### config.mk
export PLATFORM = sky130hd
export DESIGN_NAME = mem_bus_ctrl
export DESIGN_NICKNAME = d
export VERILOG_FILES = /design/src/rtl/mem_bus_ctrl.sv
export SDC_FILE = /design/constraint.sdc
export NUM_CORES = 1
export LEC_CHECK = 0
export CAP_MARGIN = 20
export CORE_MARGIN = 1.5
export CORE_UTILIZATION = 38
export CTS_CLUSTER_SIZE = 14
export DETAILED_ROUTE_END_ITERATION = 8
export PLACE_DENSITY = 0.77
export SKIP_CTS_REPAIR_TIMING = 1
export SLEW_MARGIN = 30
export SYNTH_ARGS = -nofsm -noshare
export SYNTH_HDL_FRONTEND = slang
export SYNTH_HIERARCHICAL = 1
export SYNTH_SLANG_ARGS = --single-unit
### constraint.sdc
create_clock -name clk -period 1.5 [get_ports clk]
set_input_delay 0.225 -clock clk [delete_from_list [all_inputs] [get_ports clk]]
set_output_delay 0.225 -clock clk [all_outputs]
set_load 0.01 [all_outputs]
### src/rtl/mem_bus_ctrl.sv
// mem_bus_ctrl: the only Avalon-MM master of the multicycle CPU.
// It arbitrates between instruction fetch and the load/store path, runs one
// bus transaction at a time, and absorbs waitrequest stalls. It also
// generates byte enables, rejects misaligned accesses, replicates store data
// across byte lanes and extends load data, so the CPU FSM only has to issue a
// request and wait for its ack.
//
// Ports:
//   clk, reset_i           clock; synchronous active-low reset
//   fetch_*                fetch requester: req/addr in, ack/data out
//   data_*                 load/store requester: req/we/size/signed/addr/wdata
//                          in, ack/rdata out
//   misalign_o             pulses with the ack of a rejected misaligned access
//   busy_o                 high whenever the FSM is not in IDLE
//   address_o .. readdata_i  Avalon-MM master interface

// One byte lane of the store path. Produces this lane's byte enable and its
// write byte from the access size and the address offset.
module mem_bus_lane #(
  parameter int LANE = 0
) (
  input  logic [1:0]  size,
  input  logic [1:0]  off,
  input  logic [31:0] wdata,
  output logic        be,
  output logic [7:0]  wd
);
  localparam logic [1:0] L = LANE[1:0];

  always_comb begin
    be = 1'b1;
    wd = wdata[8*LANE +: 8];
    case (size)
      2'b00: begin
        be = (off == L);
        wd = wdata[7:0];
      end
      2'b01: begin
        be = (off[1] == L[1]);
        wd = wdata[8*(LANE%2) +: 8];
      end
      default: ;
    endcase
  end
endmodule

module mem_bus_ctrl #(
  parameter bit DATA_FIRST = 1'b1
) (
  input  logic        clk,
  input  logic        reset_i,
  input  logic        fetch_req_i,
  input  logic [31:0] fetch_addr_i,
  output logic        fetch_ack_o,
  output logic [31:0] fetch_data_o,
  input  logic        data_req_i,
  input  logic        data_we_i,
  input  logic [1:0]  data_size_i,
  input  logic        data_signed_i,
  input  logic [31:0] data_addr_i,
  input  logic [31:0] data_wdata_i,
  output logic        data_ack_o,
  output logic [31:0] data_rdata_o,
  output logic        misalign_o,
  output logic        busy_o,
  output logic [31:0] address_o,
  output logic        read_o,
  output logic        write_o,
  input  logic        waitrequest_i,
  output logic [31:0] writedata_o,
  output logic [3:0]  byteenable_o,
  input  logic [31:0] readdata_i
);
  localparam int NUM_LANES = 4;

  typedef enum logic [1:0] {IDLE, BUS, RESP} state_t;

  typedef struct packed {
    logic        is_data;
    logic        we;
    logic [1:0]  size;
    logic        sgn;
    logic [31:0] addr;
    logic [31:0] wdata;
  } req_t;

  state_t      state, state_nxt;
  req_t        req_q, req_nxt;
  logic        mis_q, mis_nxt;
  logic [31:0] rdata_q;
  logic        pick_data;

  // Grant and alignment check for whatever is pending in IDLE. A fetch is
  // latched as an unsigned word read so the rest of the datapath treats it
  // exactly like LW.
  always_comb begin
    pick_data = data_req_i && (!fetch_req_i || DATA_FIRST);
    if (pick_data)
      req_nxt = '{is_data: 1'b1, we: data_we_i, size: data_size_i,
                  sgn: data_signed_i, addr: data_addr_i, wdata: data_wdata_i};
    else
      req_nxt = '{is_data: 1'b0, we: 1'b0, size: 2'b10, sgn: 1'b0,
                  addr: fetch_addr_i, wdata: 32'h0};
    case (req_nxt.size)
      2'b00:   mis_nxt = 1'b0;
      2'b01:   mis_nxt = req_nxt.addr[0];
      default: mis_nxt = |req_nxt.addr[1:0];
    endcase
  end

  always_comb begin
    state_nxt = state;
    case (state)
      IDLE:    if (fetch_req_i || data_req_i) state_nxt = mis_nxt ? RESP : BUS;
      BUS:     if (!waitrequest_i) state_nxt = RESP;
      RESP:    state_nxt = IDLE;
      default: state_nxt = IDLE;
    endcase
  end

  always_ff @(posedge clk) begin
    if (!reset_i) begin
      state   <= IDLE;
      req_q   <= '0;
      mis_q   <= 1'b0;
      rdata_q <= '0;
    end else begin
      state <= state_nxt;
      if (state == IDLE && (fetch_req_i || data_req_i)) begin
        req_q <= req_nxt;
        mis_q <= mis_nxt;
      end
      if (state == BUS && !waitrequest_i) rdata_q <= readdata_i;
    end
  end

  // Store-side byte lanes.
  logic [NUM_LANES-1:0]      be_lane;
  logic [NUM_LANES-1:0][7:0] wd_lane;

  for (genvar g = 0; g < NUM_LANES; g++) begin : g_lane
    mem_bus_lane #(.LANE(g)) u_lane (
      .size  (req_q.size),
      .off   (req_q.addr[1:0]),
      .wdata (req_q.wdata),
      .be    (be_lane[g]),
      .wd    (wd_lane[g])
    );
  end

  // Load-side lane select and extension from the captured read word.
  logic [7:0]  ld_byte;
  logic [15:0] ld_half;
  logic [31:0] ld_ext;

  always_comb begin
    ld_byte = rdata_q[8*req_q.addr[1:0] +: 8];
    ld_half = req_q.addr[1] ? rdata_q[31:16] : rdata_q[15:0];
    case (req_q.size)
      2'b00:   ld_ext = {{24{req_q.sgn & ld_byte[7]}}, ld_byte};
      2'b01:   ld_ext = {{16{req_q.sgn & ld_half[15]}}, ld_half};
      default: ld_ext = rdata_q;
    endcase
  end

  // Everything below is decoded from state, so it reads 0 straight after reset.
  logic in_bus, in_resp, ok_resp;
  assign in_bus  = (state == BUS);
  assign in_resp = (state == RESP);
  assign ok_resp = in_resp && !mis_q;

  assign busy_o       = (state != IDLE);
  assign read_o       = in_bus && !req_q.we;
  assign write_o      = in_bus && req_q.we;
  assign address_o    = in_bus ? {req_q.addr[31:2], 2'b00} : 32'h0;
  assign byteenable_o = in_bus ? be_lane : 4'h0;
  assign writedata_o  = in_bus ? wd_lane : 32'h0;

  assign fetch_ack_o  = in_resp && !req_q.is_data;
  assign data_ack_o   = in_resp && req_q.is_data;
  assign misalign_o   = in_resp && mis_q;
  assign fetch_data_o = (ok_resp && !req_q.is_data) ? rdata_q : 32'h0;
  // Stores return 0; only loads carry extended read data.
  assign data_rdata_o = (ok_resp && req_q.is_data && !req_q.we) ? ld_ext : 32'h0;
endmodule

==> flow_summary_export.csv <==
group,metric,value,unit
power_and_ir_drop,total_power,8.026,mW
run_status,violated_checks,"negative setup slack",
clock_network,cts_clock_pin_slew_for_the_worst_setup_and_hold_paths,70,ps
setup_path,crit_arrival,1820,ps
finish,area_delta_synth_final,73.26,%
setup_path,timing.critical_path.from_type,"flop",
sta,hold_slack,376.7,ps
sta,rsz0062_at_grt,"true",
detailed_routing,drcViolationCount,0,
synthesis,synth.avg_cell_area,8.440,sq um
power_and_ir_drop,power-per-cell-area,763.4,nW/um^2
sta,finClkSkew,7.382,ps
synthesis,ys_top_cells_by_area,"sky130_fd_sc_hd__dfxtp_1 (34%), sky130_fd_sc_hd__and2_1 (10%), sky130_fd_sc_hd__mux2i_1 (7.3%), sky130_fd_sc_hd__nand2_1 (6.7%), sky130_fd_sc_hd__o211a_1 (5.3%)",
synthesis,syn_inst,719,
finish,mostFrequentLayoutCells,"sky130_fd_sc_hd__clkdlybuf4s50_1 (134), sky130_fd_sc_hd__nand2_1 (109), sky130_fd_sc_hd__dfxtp_1 (95)",
detailed_routing,route.detailed.vias_per_inst,5.058,
run_status,run_status,"finished with violations",
detailed_routing,ant_nets,0,
detailed_routing,num_vias,6353,
global_routing,grt_antenna_before_repair,0,
power_and_ir_drop,irDropWorstVdd,0.7002,mV
global_routing,grt.total_usage,0.2282,
finish,mostFrequentLayoutCell,"sky130_fd_sc_hd__clkdlybuf4s50_1",
setup_path,timing_worst_setup_path_type,"flop to output port",
sta,final-setup-viol-count,132,
clock_network,numCtsBuffers,9,
clock_network,clk-insertion-delay-late,350,ps
power_and_ir_drop,seq_power_share,0.393,
placement,area_of_placed_instances,9449,sq um
synthesis,seq_area_frac_synth,0.3431,
sta,layout_min_cycle_time,2047,ps
finish,fill_cells,1321,
global_routing,grt_ovf,0,
power_and_ir_drop,leakage_power,4.827,nW
finish,multi_input_gate_area,4031,sq um
finish,layout.cell_area.non_filler,10510,sq um
power_and_ir_drop,clock_power_share,0.312,
synthesis,synth_top_area_share,0.3431,
finish,regArea,2101,sq um
sta,fmaxAchievable,488.5,MHz
clock_network,clock_root_buffer,"sky130_fd_sc_hd__clkbuf_16",
die,placeable_area,15710,sq um
finish,layout-drive-gt1-share,0.3817,
clock_network,clock_sink_count,104,
job,drv.max_cap_violation_count,0,
detailed_routing,detail_route.wl_per_cell,17.28,um
power_and_ir_drop,sw_frac_of_total,0.2779,
sta,final-max-slew-violation-count,0,
die,placement_rows,46,
power_and_ir_drop,power.internal,5.796,mW
clock_network,tritoncts,"built",
synthesis,synth-seq-cells,104,
placement,post-place-ws,-632.4,ps
hold_path,hold_path.class,"input pin to flop",
setup_path,critPathRequiredTime,1270,ps
sta,final_critical_path_setup_slack,-547.0,ps
synthesis,post_synth_instance_area,6068,sq um
power_and_ir_drop,switchingPower,2.230,mW
die,dieHeight,129.4,um
placement,hpwlAfterDp,14840,um
synthesis,netlist-cell-type-count,46,
sta,timing.final.hold_violations,0,
placement,port_buffers,272,
placement,globalplace.congestion,0.8843,
finish,antenna_cells,0,
sta,fin_tns_setup,-46070,ps
synthesis,post-synth-top-area-cell,"sky130_fd_sc_hd__dfxtp_1",
detailed_routing,routed_wl,21710,um
clock_network,cts_max_path_buffers,2,
global_routing,grt_start_max_net_pins,81,
power_and_ir_drop,share_comb_of_total_power,0.295,
detailed_routing,dr.pass1.iters,9,
setup_path,crit_path_max_fanout,7,
global_routing,vias_in_the_first_global_route,5505,
global_routing,grt_first_pass_wirelength,29450,um
clock_network,htree_levels,3,
finish,finalNetCount,1173,
die,floorplan.initialDensity,0.3862,
detailed_routing,starting_drt_drc_count,454,
die,ioPinCount,275,
synthesis,synthesis.yosys.warnings,6,
die,full_die_area,16740,sq um
die,die-width,129.4,um
setup_path,critical_path.endpoint_type,"output port",
sta,final.period_utilization,1.365,
kinds of logic (layout without fill, tap and decap cells):
| group | after synthesis | after routing | share of synthesized area |
|---|---|---|---|
| flops | 104 | 104 | 0.3431 |
| compound gates | 166 | 166 | 0.2148 |
| buf+inv | 77 | 397 | 0.06453 |
| other cells | 1 | 2 | 0.0006180 |
| simple gates | 305 | 305 | 0.2586 |
| mux | 66 | 66 | 0.1184 |
worst max-delay path, cell delays in order, from the launching register on:
cell,delay (ps)
sky130_fd_sc_hd__dfxtp_2,330
sky130_fd_sc_hd__or3b_4,410
sky130_fd_sc_hd__nor2_4,130
sky130_fd_sc_hd__a31oi_4,80
sky130_fd_sc_hd__a211oi_2,330
sky130_fd_sc_hd__buf_2,190
routing by layer:
layer	wire length (um)	GRT usage	share of wire
met3	1523	0.05367	0.070
met2	10580	0.3792	0.49
met1	9259	0.2967	0.43
met5	0	0	0
met4	344	0.06213	0.016
final timing paths:
path	start	end	slack (ps)	depth (start not counted)
worst max-delay path	req_q[32]	data_rdata_o[13]	-550	5
worst min-delay path	reset_i	rdata_q[26]	380	3
worst max register to register	state[0]	rdata_q[12]	0	8
worst min register to register	rdata_q[9]	rdata_q[9]	460	2
metrics by stage:
stage / std cells / util
global route: 1256 / 0.6691
global placement: 1209 / 0.6014
finish: 1256 / 0.6691
floorplan: 720 / -
detailed placement: 1209 / 0.6014
CTS: 1224 / 0.6211
final cells by class:
cell class / count / area share
clock inverter: 5 / 0.007735
multi-input combinational: 539 / 0.3834
sequential: 104 / 0.1998
inverter: 5 / 0.001785
clock buffer: 10 / 0.02178
tap: 216 / 0.02571
timing repair buffer: 377 / 0.3598
registers in the layout (all words and copies together) (netlist names):
register / cells
req_q: 69
rdata_q: 32
state: 2
mis_q: 1
cells in the mapped netlist (all sizes together):
cell type,number
and2b,1
mux2i,44
clkbuf,30
o22ai,1
a211oi,6
o21a,1
o21bai,4
a22oi,35
and3b,1
o21ai,14
a221oi,2
a21oi,27
a21o,1
nand2,110
nor3b,1
a31oi,2
conb,1
nor2b,46
a21boi,34
nand2b,6
inv,5
a222oi,7
dfxtp,104
nor4,1
nor2,35
o211a,32
mux2,22
buf,42
and2,100
nand3b,1
nor3,2
or3b,1
power groups by stage:
stage	registers, mW	clock network, mW	logic, mW
6_report	3.15	2.51	2.37
2_1_floorplan	3.15	0	1.07
5_1_grt	3.17	2.68	2.55
4_1_cts	3.12	2.57	1.95
3_3_place_gp	3.18	0	1.93
3_5_place_dp	3.18	0	1.94
No activity file was read; power rests on OpenSTA's default activity.
